## src/rtl/avmm_lvds_bridge_avm_engine.sv

```systemverilog
// Avalon-MM master engine: pops link request packets, runs them as single or burst
// transfers, and returns response packets with a trailing status word.
module avmm_lvds_bridge_avm_engine #(
    parameter int DATA_W      = 32,
    parameter int ADDR_W      = 32,
    parameter int BURSTCNT_W  = 8,
    parameter int TIMEOUT_CYC = 1024,
    parameter int TO_W        = $clog2(TIMEOUT_CYC + 1),
    localparam int BE_W       = DATA_W / 8
) (
    input  logic                  clk_i,
    input  logic                  rst_ni,
    output logic [ADDR_W-1:0]     m_address_o,
    output logic [BE_W-1:0]       m_byteenable_o,
    output logic [BURSTCNT_W-1:0] m_burstcount_o,
    output logic [DATA_W-1:0]     m_writedata_o,
    output logic                  m_write_o,
    output logic                  m_read_o,
    input  logic [DATA_W-1:0]     m_readdata_i,
    input  logic                  m_waitrequest_i,
    input  logic                  m_readdatavalid_i,
    output logic                  req_rdreq_o,
    input  logic [DATA_W-1:0]     req_q_i,
    input  logic                  req_rdempty_i,
    output logic [DATA_W-1:0]     resp_data_o,
    output logic                  resp_valid_o,
    output logic                  busy_o
);

    // state  | meaning
    // IDLE   | waiting for a command word
    // CMD    | command latched, waiting for the address word
    // ADDR   | address latched, read header emitted
    // WR     | write beats
    // RD     | read command phase
    // RDATA  | collecting read data
    // DRAIN  | discarding payload after a write abort
    // PAD    | zero words after a read abort
    // WHDR   | write header echo
    // STAT   | status word
    typedef enum logic [3:0] {
        S_IDLE, S_CMD, S_ADDR, S_WR, S_RD, S_RDATA, S_DRAIN, S_PAD, S_WHDR, S_STAT
    } state_t;

    state_t                state_q, state_d;
    logic [DATA_W-1:0]     cmd_q;
    logic [ADDR_W-1:0]     addr_q;
    logic [BURSTCNT_W-1:0] bc_q, beats_q, pcnt_q;
    logic [BE_W-1:0]       be_q;
    logic [TO_W-1:0]       wd_q;
    logic                  to_q;
    logic                  resp_valid_d;
    logic [DATA_W-1:0]     resp_data_d, status_w;
    logic                  beat_w, acc_rd, rdv, stall, timeout_hit, step, last;

    assign m_address_o    = addr_q;
    assign m_byteenable_o = be_q;
    assign m_burstcount_o = bc_q;
    assign busy_o         = (state_q != S_IDLE);

    assign beat_w      = m_write_o && !m_waitrequest_i;
    assign acc_rd      = m_read_o && !m_waitrequest_i;
    assign rdv         = (state_q == S_RDATA) && m_readdatavalid_i;
    assign stall       = ((m_write_o || m_read_o) && m_waitrequest_i)
                       || ((state_q == S_RDATA) && !m_readdatavalid_i);
    // the stall that would push the counter to TIMEOUT_CYC is the abort point
    assign timeout_hit = stall && (wd_q == TO_W'(TIMEOUT_CYC - 1));
    assign step        = beat_w || rdv || ((state_q == S_DRAIN) && !req_rdempty_i)
                       || (state_q == S_PAD);
    assign last        = (({1'b0, pcnt_q} + 1'b1) == {1'b0, bc_q});

    always_comb begin
        status_w                   = '0;
        status_w[0]                = to_q;
        status_w[1]                = cmd_q[31];
        status_w[BURSTCNT_W+15:16] = beats_q;
    end

    always_ff @(posedge clk_i or negedge rst_ni) begin
        if (!rst_ni) state_q <= S_IDLE;
        else         state_q <= state_d;
    end

    always_comb begin
        state_d = state_q;
        case (state_q)
            S_IDLE:  if (!req_rdempty_i) state_d = S_CMD;
            S_CMD:   if (!req_rdempty_i) state_d = S_ADDR;
            S_ADDR:  state_d = cmd_q[31] ? S_WR : S_RD;
            S_WR:    if (beat_w && last) state_d = S_WHDR;
                     else if (timeout_hit) state_d = S_DRAIN;
            S_RD:    if (acc_rd) state_d = S_RDATA;
                     else if (timeout_hit) state_d = S_PAD;
            S_RDATA: if (rdv && last) state_d = S_STAT;
                     else if (timeout_hit) state_d = S_PAD;
            S_DRAIN: if (!req_rdempty_i && last) state_d = S_WHDR;
            S_PAD:   if (last) state_d = S_STAT;
            S_WHDR:  state_d = S_STAT;
            S_STAT:  state_d = S_IDLE;
            default: state_d = S_IDLE;
        endcase
    end

    always_comb begin
        m_write_o     = 1'b0;
        m_read_o      = 1'b0;
        m_writedata_o = '0;
        req_rdreq_o   = 1'b0;
        resp_valid_d  = 1'b0;
        resp_data_d   = '0;
        case (state_q)
            S_IDLE, S_CMD, S_DRAIN: req_rdreq_o = !req_rdempty_i;
            S_ADDR: begin
                resp_valid_d = !cmd_q[31];
                resp_data_d  = cmd_q;
            end
            S_WR: begin
                m_write_o     = !req_rdempty_i;
                m_writedata_o = req_q_i;
                req_rdreq_o   = !req_rdempty_i && !m_waitrequest_i;
            end
            S_RD:    m_read_o = 1'b1;
            S_RDATA: begin
                resp_valid_d = m_readdatavalid_i;
                resp_data_d  = m_readdatavalid_i ? m_readdata_i : '0;
            end
            S_PAD:   resp_valid_d = 1'b1;
            S_WHDR: begin
                resp_valid_d = 1'b1;
                resp_data_d  = cmd_q;
            end
            S_STAT: begin
                resp_valid_d = 1'b1;
                resp_data_d  = status_w;
            end
            default: ;
        endcase
    end

    always_ff @(posedge clk_i or negedge rst_ni) begin
        if (!rst_ni) begin
            cmd_q        <= '0;
            addr_q       <= '0;
            bc_q         <= '0;
            be_q         <= '0;
            beats_q      <= '0;
            pcnt_q       <= '0;
            wd_q         <= '0;
            to_q         <= 1'b0;
            resp_valid_o <= 1'b0;
            resp_data_o  <= '0;
        end else begin
            resp_valid_o <= resp_valid_d;
            resp_data_o  <= resp_data_d;
            if (state_q == S_IDLE && !req_rdempty_i) begin
                cmd_q <= req_q_i;
                if (req_q_i[30]) begin
                    bc_q <= (req_q_i[BURSTCNT_W+15:16] == '0) ? BURSTCNT_W'(1)
                                                               : req_q_i[BURSTCNT_W+15:16];
                    be_q <= '1;
                end else begin
                    bc_q <= BURSTCNT_W'(1);
                    be_q <= req_q_i[BE_W-1:0];
                end
            end
            if (state_q == S_CMD && !req_rdempty_i) addr_q <= req_q_i[ADDR_W-1:0];
            if (state_q == S_ADDR) begin
                beats_q <= '0;
                pcnt_q  <= '0;
                to_q    <= 1'b0;
            end else begin
                if (beat_w || rdv) beats_q <= beats_q + 1'b1;
                if (step)          pcnt_q  <= pcnt_q + 1'b1;
                if (timeout_hit)   to_q    <= 1'b1;
            end
            if (state_q == S_ADDR || acc_rd || beat_w || rdv) wd_q <= '0;
            else if (stall)                                   wd_q <= wd_q + 1'b1;
        end
    end

endmodule

```

## config.mk

```make
export PLATFORM = sky130hd
export DESIGN_NAME = avmm_lvds_bridge_avm_engine
export DESIGN_NICKNAME = d
export VERILOG_FILES = /design/src/rtl/avmm_lvds_bridge_avm_engine.sv
export SDC_FILE = /design/constraint.sdc
export NUM_CORES = 1
export LEC_CHECK = 0
export ABC_AREA = 1
export CAP_MARGIN = 20
export CELL_PAD_IN_SITES_DETAIL_PLACEMENT = 1
export CELL_PAD_IN_SITES_GLOBAL_PLACEMENT = 2
export CORE_ASPECT_RATIO = 1.4
export CORE_UTILIZATION = 28
export DETAILED_ROUTE_END_ITERATION = 10
export PLACE_DENSITY = 0.83
export SLEW_MARGIN = 10
export SYNTH_ARGS = -nofsm -noshare
export SYNTH_HDL_FRONTEND = slang
export SYNTH_SLANG_ARGS = --single-unit
```

## constraint.sdc

```tcl
create_clock -name clk_i -period 2.6 [get_ports clk_i]
set_input_delay 0.52 -clock clk_i [delete_from_list [all_inputs] [get_ports clk_i]]
set_output_delay 0.52 -clock clk_i [all_outputs]
set_load 0.005 [all_outputs]
```

### Word-level counts from Yosys, hierarchy flattened

Index checks and enable logic that the tools add are counted.

| storage, ports and cells | value |
|---|---|
| register bits after elaboration | 141 |
| bits of input ports | 69 |
| output and inout port bits | 113 |
| word-level logic and storage cells | 96 |

| operators by class | value |
|---|---|
| add/subtract/negate cells | 4 |
| equality and inequality tests | 16 |
| mux-type cells | 29 |
| reductions and logical operators | 36 |

Operator list:

| operator | count |
|---|---|
| 32-bit case mux with 3 select lines | 1 |
| 32-bit 2-to-1 mux | 2 |
| 8-bit 2-to-1 mux | 6 |
| 4-bit 2-to-1 mux | 10 |
| 4-bit case mux with 9 select lines | 1 |
| 11-bit 2-to-1 mux | 2 |
| 8-bit by 1-bit adder with 8-bit output, second input constant | 2 |
| 4-bit by 3-bit == test with 1-bit output, second input constant | 4 |
| 1-bit logical AND | 13 |
| 11-bit by 1-bit adder with 11-bit output, second input constant | 1 |
| 11-bit by 10-bit == test with 1-bit output, second input constant | 1 |
| 8-bit by 1-bit adder with 9-bit output, second input constant | 1 |
| 9-bit by 8-bit == test with 1-bit output | 1 |
| 4-bit by 2-bit == test with 1-bit output, second input constant | 2 |
| 4-bit == test, second input constant | 2 |
| 8-bit logical NOT | 1 |
| 1-bit logical OR | 8 |
| 2-bit nonzero test | 4 |
| 2-bit != test, second input constant | 3 |
| 3-bit OR reduction | 2 |
| 5-bit AND reduction | 1 |
| 4-bit by 1-bit == test with 1-bit output, second input constant | 1 |
| 1-bit logical NOT | 4 |
| 4-bit logical NOT | 1 |
| other kinds (8) | 11 |

### Longest topological paths before layout

| logic depth | value |
|---|---|
| word-level depth | 9 |
| gate-level depth with buffers | 16 |
| gate-level depth less buffers | 16 |

### Least setup slack after synthesis

Ideal clock, no wire load.

| timing | value |
|---|---|
| kind | register to register |
| start point | register pcnt_q[0] |
| end point | register state_q[1] |
| setup time | 117 ps |
| arrival | 1,705 ps |
| required time | 2,483 ps |
| slack | 778 ps |
| cell stages (with the launch flop) | 12 |
| buffers on the path | 0 |
| clock period less this slack | 1,822 ps |
| path through | dfrtp_1 -> ha_1 -> xnor2_1 -> nand2_1 -> nor2_1 -> nand2_1 -> nor2_1 -> nand4_1 -> nand3_2 -> nand3_1 -> nand2_1 -> nand2_1 |

| between the ends | value |
|---|---|
| word-level cells in the longest chain between the ends | 5 |
| elaborated cells between the ends (all ways) | 12 |
| classes of those cells | add/sub: 1; eq/ne: 4; mux: 3; reduce/logical: 4 |

RTL lines:

| item | line | source |
|---|---|---|
| start: declaration | 48 | `logic [BURSTCNT_W-1:0] bc_q, beats_q, pcnt_q;` |
| start signal: assignment | 173 | `if (step) pcnt_q <= pcnt_q + 1'b1;` |
| 8-bit by 1-bit adder with 9-bit output (*) | 70 | `assign last = (({1'b0, pcnt_q} + 1'b1) == {1'b0, bc_q});` |
| 9-bit by 8-bit == test with 1-bit output (*) | 70 |  |
| 1-bit logical AND (on tied branches) | 94, 90, 96 |  |
| 4-bit 2-to-1 mux, or another cell as far along | 94 | `S_RDATA: if (rdv && last) state_d = S_STAT;` |
| 4-bit case mux with 9 select lines / 5-bit AND reduction (equally long branches) | n/a |  |
| end signal: assignment | 81 | `else state_q <= state_d;` |
| end: declaration | 45 | `state_t state_q, state_d;` |

Every way passes the cells marked *; elsewhere a longest branch is shown, timed or not.
A chain may end at the register's enable or synchronous reset.

### Worst setup path in the final report

| timing | value |
|---|---|
| start point | register state_q[3] |
| end point | output m_writedata_o[31] |

| between the ends | value |
|---|---|
| word-level cells in the longest chain between the ends | 2 |

RTL lines:

| item | line | source |
|---|---|---|
| 4-bit by 2-bit == test with 1-bit output | 111 | `case (state_q)` |
| 32-bit 2-to-1 mux | 111 |  |
| end: declaration | 16 | `output logic [DATA_W-1:0] m_writedata_o,` |

Every way passes these cells.

==> results_tabular.tex <==
\begin{tabular}{lr}
\hline
Metric & Value \\
\hline
\multicolumn{2}{l}{\textbf{Outcome}} \\
Run status & finished clean \\
\multicolumn{2}{l}{\textbf{Route}} \\
DRC violation total after the first TritonRoute iteration & between 200 and 250 \\
First-pass DRT Iterations & 4 \\
Vias per cell & between 4 and 5 \\
Remaining number of nets flagged by the antenna check after routing & 0 \\
Routed WL per cell & approximately 17 um \\
Total routed wirelength & about 21000 um \\
Post-route DRC & 0 \\
Count of vias placed by the detailed router & around 5600 \\
\multicolumn{2}{l}{\textbf{Placement}} \\
Final RePlAce weighted congestion & roughly 0.87 \\
Half-perimeter wire length after detailed placement & between 15000 and 20000 um \\
Placed Area & between 0.008 and 0.009 sq mm \\
Port-buffer cells & $\sim$180 \\
\multicolumn{2}{l}{\textbf{Floorplanning}} \\
Std-Cell Rows & between 60 and 70 \\
Die X-Extent & approximately 130 um \\
Die ar. & 0.02302 sq mm \\
Initial Utilization & roughly 29\% \\
Boundary pin count & about 180 \\
Floorplan Core Area & approximately 0.022 sq mm \\
Die height & between 150 and 200 um \\
\multicolumn{2}{l}{\textbf{Cells and area}} \\
Fill count & 2590 \\
FF/Latch Area & about 0.0035 sq mm \\
Total area of multi-input combinational cells & $\sim$0.0023 sq mm \\
Most frequent cells in the layout & sky130\_fd\_sc\_hd\_\_clkdlybuf4s50\_1 (179), sky130\_fd\_sc\_hd\_\_nand2\_1 (152), sky130\_fd\_sc\_hd\_\_dfrtp\_1 (140), sky130\_fd\_sc\_hd\_\_inv\_1 (97), sky130\_fd\_sc\_hd\_\_o21ai\_0 (82) \\
Layout overhead on the synthesized area & 46.05\% \\
Number of antenna repair diodes & 0 \\
Most frequent standard cell in the layout excluding fill and tap cells & sky130\_fd\_sc\_hd\_\_clkdlybuf4s50\_1 \\
Post-layout net count & 984 \\
Layout cells sized above 1 & a little under a tenth \\
Post-route cell area & approximately 0.0092 sq mm \\
\multicolumn{2}{l}{\textbf{Clock tree}} \\
Number of buffers created by CTS & 17 \\
Number of clock sinks & 141 \\
Clock root buffer & sky130\_fd\_sc\_hd\_\_clkbuf\_16 \\
Clock-pin slew on the worst setup and hold paths & 0.06 ns \\
Clock latency reported for the late side of the worst-skew pair & $\sim$0.42 ns \\
Max Buffers Root-to-Sink & 2 \\
Depth of the CTS H-tree & 4 \\
Clock tree from TritonCTS & yes \\
\multicolumn{2}{l}{\textbf{Synthesis}} \\
Synthesized netlist cell count & $\sim$700 \\
Number of synthesized register bits & approximately 140 \\
Sequential element share of the synthesized area & between 50 and 60\% \\
Unique cell type count in the Yosys netlist & 38 \\
Synthesized cell area & 0.006274 sq mm \\
Synthesis Warnings & 0 \\
Post-Syn Nets & just under 800 \\
Avg Synthesized Cell Area & slightly below 9 sq um \\
\multicolumn{2}{l}{\textbf{Global routing}} \\
Met3 usage & between 5 and 6\% \\
Number of antenna violations at the first check in global routing & 0 \\
GRT Overall Usage & a little under a fifth \\
Largest net degree at the start of global routing & between 80 and 90 \\
Met2 Track Usage GR & about a third \\
GRT Max-Usage Layer & met2 \\
Met1 usage in global routing & between 20\% and 30\% \\
Via count of the first global-routing pass & 6067 \\
Total congestion overflow & 0 \\
Wire length of the first global-routing pass & between 30000 and 40000 um \\
\multicolumn{2}{l}{\textbf{Worst setup path}} \\
Peak fanout along the critical path & 20 \\
Worst setup path class & flip-flop to output port \\
Data arrival, critical path & approximately 2 ns \\
Critical path capture point type & output port \\
Data required time of the worst path & $\sim$2.1 ns \\
Setup crit start kind & flip-flop \\
\multicolumn{2}{l}{\textbf{Power}} \\
Peak supply drop & approximately 0.00062 V \\
Leakage dissipation & around 4.3 nW \\
Power per cell area & approximately 1100 mW/mm\^{}2 \\
\multicolumn{2}{l}{\textbf{STA}} \\
Hold violation total from the final report & 0 \\
Worst slew margin & 67.34\% \\
Final Setup Violations & 0 \\
Slew Viols, Final & 0 \\
Setup TNS & 0 ns \\
Transition time at the pin with the least slew margin & $\sim$0.5 ns \\
Fin crit period & about 2.5 ns \\
Fmax & approximately 0.40 GHz \\
Final Skew & 0.01209 ns \\
Fraction of the cycle the final worst path needs & roughly 97\% \\
\multicolumn{2}{l}{\textbf{Worst hold path}} \\
Worst Hold Class & flip-flop to flip-flop \\
\multicolumn{2}{l}{\textbf{Run}} \\
Max-cap viol count & 0 \\
\hline
\end{tabular}
-- per-stage QoR --
stage	cells	power (mW)	utilization [%]	hold slack, ns	setup WS (ns)
2_1_floorplan	717	5.374	-	0.2244	0.7783
3_3_place_gp	1185	7.477	38.80	0.4101	0.1980
3_5_place_dp	1185	7.579	38.80	0.4117	0.1666
4_1_cts	1220	10.09	41.62	0.4884	0.03662
5_1_grt	1221	10.71	41.76	0.5134	-0.009351
6_report	1221	9.984	41.76	0.4850	0.08113
-- sequential cells by signal, summed over array words and instances, names as in the netlist --
register and cells:
cmd_q 32, m_address_o 32, resp_data_o 32, wd_q 11, beats_q 8, m_burstcount_o 8, pcnt_q 8, m_byteenable_o 4
state_q 4, resp_valid_o 1, to_q 1
-- final timing paths --
path,startpoint,end,slack (ns),cells past startpoint
max in group asynchronous,rst_ni,wd_q[4],1.29,3
min in group asynchronous,rst_ni,cmd_q[13],0.53,2
worst max register to register,pcnt_q[0],state_q[0],0.36,11
worst min-delay path,cmd_q[16],cmd_q[16],0.49,2
worst min register to register,cmd_q[16],cmd_q[16],0.49,2
worst max-delay path,state_q[3],m_writedata_o[31],0.08,5
-- per-layer routing --
metal | part of all wire [%] | wire, um
met2 | 53 | 11010
met3 | 6.2 | 1289
met5 | 0 | 0
met4 | 2.0 | 419
met1 | 39 | 8005
-- worst max-delay path, cell delays in order, from the launching register on --
cell                              delay (ns)
sky130_fd_sc_hd__dfrtp_2                0.45
sky130_fd_sc_hd__nor2_4                 0.19
sky130_fd_sc_hd__nand2_8                0.11
sky130_fd_sc_hd__buf_12                 0.17
sky130_fd_sc_hd__nor2_1                 0.10
sky130_fd_sc_hd__clkdlybuf4s50_1        0.54
-- report_power, final --
part | switching, mW | total (mW) | internal (mW) | leakage, nW
clock | 0.978 | 2.39 | 1.41 | 0.277
combinational | 2.18 | 4.10 | 1.92 | 2.14
sequential | 0.482 | 3.50 | 3.02 | 1.83
total | 3.64 | 9.98 | 6.35 | 4.25
-- Yosys cell counts --
cell type / n / area share, %
sky130_fd_sc_hd__nor3b_1: 1 / 0.12
sky130_fd_sc_hd__buf_1: 3 / 0.18
sky130_fd_sc_hd__o21ai_2: 2 / 0.28
sky130_fd_sc_hd__ha_1: 3 / 0.60
sky130_fd_sc_hd__o221ai_1: 7 / 0.98
sky130_fd_sc_hd__nand3b_1: 1 / 0.12
sky130_fd_sc_hd__o2111ai_1: 1 / 0.14
sky130_fd_sc_hd__nor2_1: 58 / 3.5
sky130_fd_sc_hd__nand3_2: 2 / 0.32
sky130_fd_sc_hd__o21bai_1: 1 / 0.12
sky130_fd_sc_hd__buf_4: 1 / 0.12
sky130_fd_sc_hd__nand2_2: 3 / 0.30
sky130_fd_sc_hd__o21ai_1: 5 / 0.40
sky130_fd_sc_hd__o21ai_0: 82 / 6.5
sky130_fd_sc_hd__a21oi_1: 16 / 1.3
sky130_fd_sc_hd__a32oi_1: 1 / 0.14
sky130_fd_sc_hd__xor2_1: 2 / 0.28
sky130_fd_sc_hd__o22ai_1: 9 / 0.90
sky130_fd_sc_hd__and3_1: 2 / 0.20
sky130_fd_sc_hd__xnor2_1: 1 / 0.14
sky130_fd_sc_hd__nand2_1: 153 / 9.2
sky130_fd_sc_hd__nor3_4: 2 / 0.52
sky130_fd_sc_hd__clkbuf_1: 17 / 1.0
sky130_fd_sc_hd__nor2_2: 9 / 0.90
sky130_fd_sc_hd__buf_2: 4 / 0.32
sky130_fd_sc_hd__inv_1: 99 / 5.9
sky130_fd_sc_hd__nor2_4: 5 / 0.90
sky130_fd_sc_hd__o211ai_1: 3 / 0.36
sky130_fd_sc_hd__nor4_1: 2 / 0.20
sky130_fd_sc_hd__nand3_1: 38 / 3.0
sky130_fd_sc_hd__clkinv_1: 2 / 0.12
sky130_fd_sc_hd__nor3_1: 8 / 0.64
sky130_fd_sc_hd__o21a_1: 1 / 0.12
sky130_fd_sc_hd__nand2_4: 1 / 0.18
sky130_fd_sc_hd__a22o_1: 20 / 2.8
sky130_fd_sc_hd__nand4_1: 8 / 0.80
sky130_fd_sc_hd__inv_2: 3 / 0.18
sky130_fd_sc_hd__dfrtp_1: 141 / 56
-- cells by family after synthesis --
logic type      synth area share (%)
buf+inv                        7.858
fa+ha+maj                     0.5984
xor+xnor                      0.4189
flops                          56.24
compound gates                 14.04
simple gates                   20.84
-- layout make-up --
cell class | instances | area share [%]
sequential | 141 | 38.52
multi-input combinational | 447 | 24.99
timing repair buffer | 201 | 21.93
clock buffer | 18 | 4.684
inverter | 104 | 4.261
tap | 297 | 4.056
clock inverter | 13 | 1.557
-- repair_timing --
action / CTS / global route
resized for setup: 2 / 9
pin swaps: 2 / 1
endpoints found under the setup margin: 21 / 11
buffers inserted: 3 / 1
endpoints found under the hold margin: 26 / 0
hold buffers: 1 / 0
Note: power is estimated with default switching activity, not from simulation.
